==> config.mk <==
export PLATFORM = sky130hd
export DESIGN_NAME = uartrx_ctrl
export DESIGN_NICKNAME = d
export VERILOG_FILES = /design/src/rtl/uartrx_ctrl.sv
export SDC_FILE = /design/constraint.sdc
export NUM_CORES = 1
export LEC_CHECK = 0
export CAP_MARGIN = 20
export CORE_MARGIN = 2
export CORE_UTILIZATION = 59
export DETAILED_ROUTE_END_ITERATION = 12
export PLACE_DENSITY = 0.84
export RECOVER_POWER = 25
export SETUP_SLACK_MARGIN = 0.02
export SYNTH_ARGS = -nofsm -noshare
export SYNTH_HDL_FRONTEND = slang
export SYNTH_SLANG_ARGS = --single-unit
export TNS_END_PERCENT = 50
==> constraint.sdc <==
create_clock -name clk -period 2.88 [get_ports clk]
set_input_delay 0.288 -clock clk [delete_from_list [all_inputs] [get_ports clk]]
set_output_delay 0.288 -clock clk [all_outputs]
set_load 0.03 [all_outputs]
==> src/rtl/uartrx_ctrl.sv <==
`default_nettype none
// ============================================================================
// Module      : uartrx_ctrl
// Description : Sequencing controller for the UART receiver. Arms the
//               receiver, captures each completed byte into a show-ahead
//               FIFO, acknowledges it and re-arms when there is room.
// Revision    : 1.0 - initial release
// ============================================================================
module uartrx_ctrl #(
  parameter int DEPTH = 16
) (
  input  logic                     clk,
  input  logic                     rst_n,
  input  logic                     enable,
  input  logic                     flush,
  output logic                     urx_go,
  input  logic [7:0]               urx_data,
  input  logic                     urx_data_ready,
  input  logic                     rd_en,
  output logic [7:0]               rd_data,
  output logic                     rd_valid,
  output logic [$clog2(DEPTH):0]   count,
  output logic                     full
);

  localparam int c_aw = $clog2(DEPTH);
  localparam int c_cw = c_aw + 1;
  localparam logic [c_cw-1:0] c_depth   = c_cw'(DEPTH);
  localparam logic [c_cw-1:0] c_cnt_one = c_cw'(1);
  localparam logic [c_aw-1:0] c_ptr_one = c_aw'(1);

  typedef enum logic [1:0] {
    S_IDLE  = 2'd0,
    S_ARMED = 2'd1,
    S_ACK   = 2'd2
  } state_t;

  state_t            state_q, state_d;
  logic              go_q, go_d;
  logic [c_aw-1:0]   wr_ptr_q, wr_ptr_d;
  logic [c_aw-1:0]   rd_ptr_q, rd_ptr_d;
  logic [c_cw-1:0]   count_q, count_d;
  logic [7:0]        mem_q [DEPTH];
  logic              w_push;
  logic              w_pop;

  assign urx_go   = go_q;
  assign count    = count_q;
  assign rd_valid = (count_q != '0);
  assign full     = (count_q == c_depth);
  assign rd_data  = mem_q[rd_ptr_q];
  assign w_pop    = rd_en && rd_valid;

  // Handshake FSM: arm only with room and a quiet data_ready, capture, wait for ack release.
  always_comb begin
    state_d = state_q;
    go_d    = 1'b0;
    w_push  = 1'b0;
    case (state_q)
      S_IDLE: begin
        if (enable && !full && !urx_data_ready) begin
          state_d = S_ARMED;
          go_d    = 1'b1;
        end
      end
      S_ARMED: begin
        if (urx_data_ready) begin
          state_d = S_ACK;
          w_push  = 1'b1;
        end else if (!enable) begin
          state_d = S_IDLE;
        end else begin
          go_d = 1'b1;
        end
      end
      S_ACK: begin
        if (!urx_data_ready) begin
          state_d = S_IDLE;
        end
      end
      default: state_d = S_IDLE;
    endcase
  end

  // FIFO pointer and occupancy update; flush overrides any push or pop.
  always_comb begin
    wr_ptr_d = wr_ptr_q;
    rd_ptr_d = rd_ptr_q;
    count_d  = count_q;
    if (flush) begin
      wr_ptr_d = '0;
      rd_ptr_d = '0;
      count_d  = '0;
    end else begin
      if (w_push) wr_ptr_d = wr_ptr_q + c_ptr_one;
      if (w_pop)  rd_ptr_d = rd_ptr_q + c_ptr_one;
      if (w_push && !w_pop)      count_d = count_q + c_cnt_one;
      else if (w_pop && !w_push) count_d = count_q - c_cnt_one;
    end
  end

  // State, go and FIFO control registers; reset drops go immediately.
  always_ff @(posedge clk or negedge rst_n) begin
    if (!rst_n) begin
      state_q  <= S_IDLE;
      go_q     <= 1'b0;
      wr_ptr_q <= '0;
      rd_ptr_q <= '0;
      count_q  <= '0;
    end else begin
      state_q  <= state_d;
      go_q     <= go_d;
      wr_ptr_q <= wr_ptr_d;
      rd_ptr_q <= rd_ptr_d;
      count_q  <= count_d;
    end
  end

  // Byte storage; a byte captured in a flush cycle is simply not written.
  always_ff @(posedge clk) begin
    if (w_push && !flush) begin
      mem_q[wr_ptr_q] <= urx_data;
    end
  end

endmodule
`default_nettype wire
==> qor.txt <==
path category of the worst min-delay check - in2async
Cell Rows - 36
average size of a mapped cell - 18.3 um2
final hold violation count - 0
Routed WL per cell - 23.1 um
Worst EP arrival - 2.44 ns
reg2reg path depth - 8
data required time of the worst path - 2.59 ns
Cell Area, Synth - 5950 um2
Residual DRC - 0
minimum period implied by the final worst setup slack - 2.73 ns
IO Count - 30
final antenna diode count - 0
actual transition at the worst max-transition pin - 0.754 ns
status - complete, no violations
critical-path maximum fanout - 16
Worst Clk Skew - 0.0111 ns
floorplan core area - 9770 um2
cts bufs inserted - 17
Period Utilization, post-route - 0.948
Max-slew headroom - 0.495
total number of nets in the final design - 398
total overflow reported by the global router - 0
GRT Util Overall - 0.239
cell types occupying the most area after synthesis - sky130_fd_sc_hd__edfxtp_1 (65%), sky130_fd_sc_hd__mux4_2 (12%), sky130_fd_sc_hd__dfrtp_1 (6.7%)
kind of end point of the critical path - primary output
most frequent cell after synthesis - sky130_fd_sc_hd__edfxtp_1
areal power density over the cells - 843 nW/um2
wire length reported by the detailed router - 12.0 mm
cts hold-fix bufs - 0
leak pwr - 2.39 nW
number of pins with negative max-slew slack in the final report - 0
total number of yosys warnings - 0
cell type with the highest aggregate area in the netlist - sky130_fd_sc_hd__edfxtp_1
Die W - 104 um
CTS HTree Levels - 4
Crit Path Category - reg2out
via count of the first global-routing pass - 3,313
number of instances in the synthesized netlist - 325
layout overhead on the synthesized area - 18.3%
clock latency of the later-clocked register in the worst-skew pair - 0.54 ns
VDD IR-drop max - 0.000800 V
buffers from clock root to sink, at most - 2
maximum number of pins on one net before global-route repair - 36
cell types with the highest counts after synthesis - sky130_fd_sc_hd__edfxtp_1 (128), sky130_fd_sc_hd__mux4_2 (32), sky130_fd_sc_hd__nor2_1 (18), sky130_fd_sc_hd__and2_1 (17)
routed via count divided by cell count - 6.09
layout cell share with drive strength beyond 1 - 0.235
clock input transition at the sequential cells of the worst setup and hold paths - 0.07 ns
number of enable flip-flop cells after synthesis - 128
async set-reset flop share out of synthesis - 0.111
number of nets with antenna violations after detailed routing - 0
port bufs - 29
Syn Nets - 349
clock tree from TritonCTS - done
full die area - 10,900 um2
routability congestion estimate - 0.856
FF+latch count, synth - 144
clock root buffer - sky130_fd_sc_hd__clkbuf_8
achievable clock frequency - 366 MHz
vias after detailed routing - 3,166
fraction of post-synthesis cell area in the top cell type by area - 0.646
die span in y - 104 um
total clock sinks - 144
Final Total Pwr - 5.93 mW
number of antenna violations at the first check in global routing - 0
sequential fraction of the synthesis area - 0.713
RSZ-0062 raised after global routing - false
global-route wire length before repair - 18.8 mm
number of setup violations in the final report - 0
predominant post-synthesis flop cell - sky130_fd_sc_hd__edfxtp_1
iteration-0 DRC count of the detailed router - 248
filler cell count in the final layout - 580
number of detailed-routing iterations run before antenna repair - 5
Critical Path Start Type - flop
effective utilization at floorplan - 0.609
half-perimeter wire length of the detailed placement result - 7.47 mm
Total Negative Setup Slacks - 0 ns
max capacitance violation total - 0
number of distinct library cell variants in the gate-level netlist after synthesis - 41
==> metrics by stage <==
| step | hold slack [ns] | instances | setup slack [ns] | utilization | instance area, um2 |
|---|---|---|---|---|---|
| after floorplan | -0.00759 | 325 | 0.225 | - | 5950 |
| after global placement | 0.583 | 486 | 0.275 | 0.664 | 6490 |
| after detailed placement | 0.606 | 486 | 0.164 | 0.664 | 6490 |
| after CTS | 0.220 | 520 | 0.134 | 0.720 | 7030 |
| after global routing | 0.314 | 520 | 0.0498 | 0.720 | 7040 |
| final | 0.265 | 520 | 0.151 | 0.720 | 7040 |
==> path summary, 6_finish.rpt <==
check | slack, ns | end | startpoint
worst max-delay path | 0.15 | rd_data[7] | rd_ptr_q[0]
worst min-delay path | 0.27 | count[3] | rst_n
worst max register to register | 0.41 | count[4] | count[0]
worst min register to register | 0.62 | rd_ptr_q[3] | rd_ptr_q[3]
max in group asynchronous | 2.08 | rd_ptr_q[0] | rst_n
min in group clk | 0.31 | state_q[0] | enable
==> metal layers <==
metal | share of wire | vias to the layer above | global-route usage
met5 | 0 | - | 0
met4 | 0.022 | 0 | 0.0907
met3 | 0.066 | 27 | 0.0495
met2 | 0.52 | 131 | 0.396
met1 | 0.39 | 1615 | 0.315
li1 | - | 1393 | -
==> worst max-delay path, stage by stage (launching register included) <==
cell and delay (ns):
sky130_fd_sc_hd__dfrtp_2 0.45, sky130_fd_sc_hd__buf_12 0.20, sky130_fd_sc_hd__mux4_2 0.52, sky130_fd_sc_hd__a22oi_1 0.30
sky130_fd_sc_hd__nand2_1 0.08, sky130_fd_sc_hd__dlygate4sd2_1 0.35
==> placed cells by master (no fill, tap or decap), drive strengths merged, types with 2 or more instances in the layout <==
cell type,n
o211ai,3
and2,17
ha,9
inv,11
xor2,7
nor2,18
clkinvlp,3
a211oi,2
dlygate4sd3,6
nor3,2
mux4,32
buf,16
nand2b,5
or4,2
dlygate4sd2,8
clkbuf,17
edfxtp,128
clkdlybuf4s50,15
mux2i,2
nand3,4
dfrtp,16
a21oi,10
a22oi,16
nor2b,2
nand2,16
clkinv,5
==> sequential cells by signal (all words and copies together) (netlist names) <==
signal and cells:
mem_q 128, state_q 2, wr_ptr_q 4, rd_ptr_q 4, count 5, urx_go 1
==> layout make-up <==
cell class	instances	area [um2]	area share
Tap cell	133	166	0.0236
Clock inverter	15	126	0.0180
Clock buffer	17	414	0.0588
Timing Repair Buffer	45	438	0.0622
Multi-Input combinational cell	162	1630	0.232
Inverter	4	15.0	0.00213
Sequential cell	144	4250	0.603
==> power breakdown <==
part	internal, mW	switching, mW	total (mW)	leakage [nW]
Sequential	2.33	0.0913	2.42	1.37
Clock	1.08	0.917	2.00	0.259
Combinational	0.717	0.797	1.51	0.763
==> what timing repair did <==
| action | CTS | global route |
|---|---|---|
| buffers inserted | 2 | 0 |
| setup endpoints to repair | 8 | 1 |
| endpoints found under the hold margin | 0 | 0 |
| resized for setup | 8 | 1 |
==> logic make-up after synthesis <==
group	share of synthesized area
simple gates	0.0671
mux	0.125
flops	0.713
compound gates	0.0480
buf+inv	0.0130
xor+xnor	0.0118
fa+ha+maj	0.0223
Note: power is estimated with default switching activity, not from simulation.
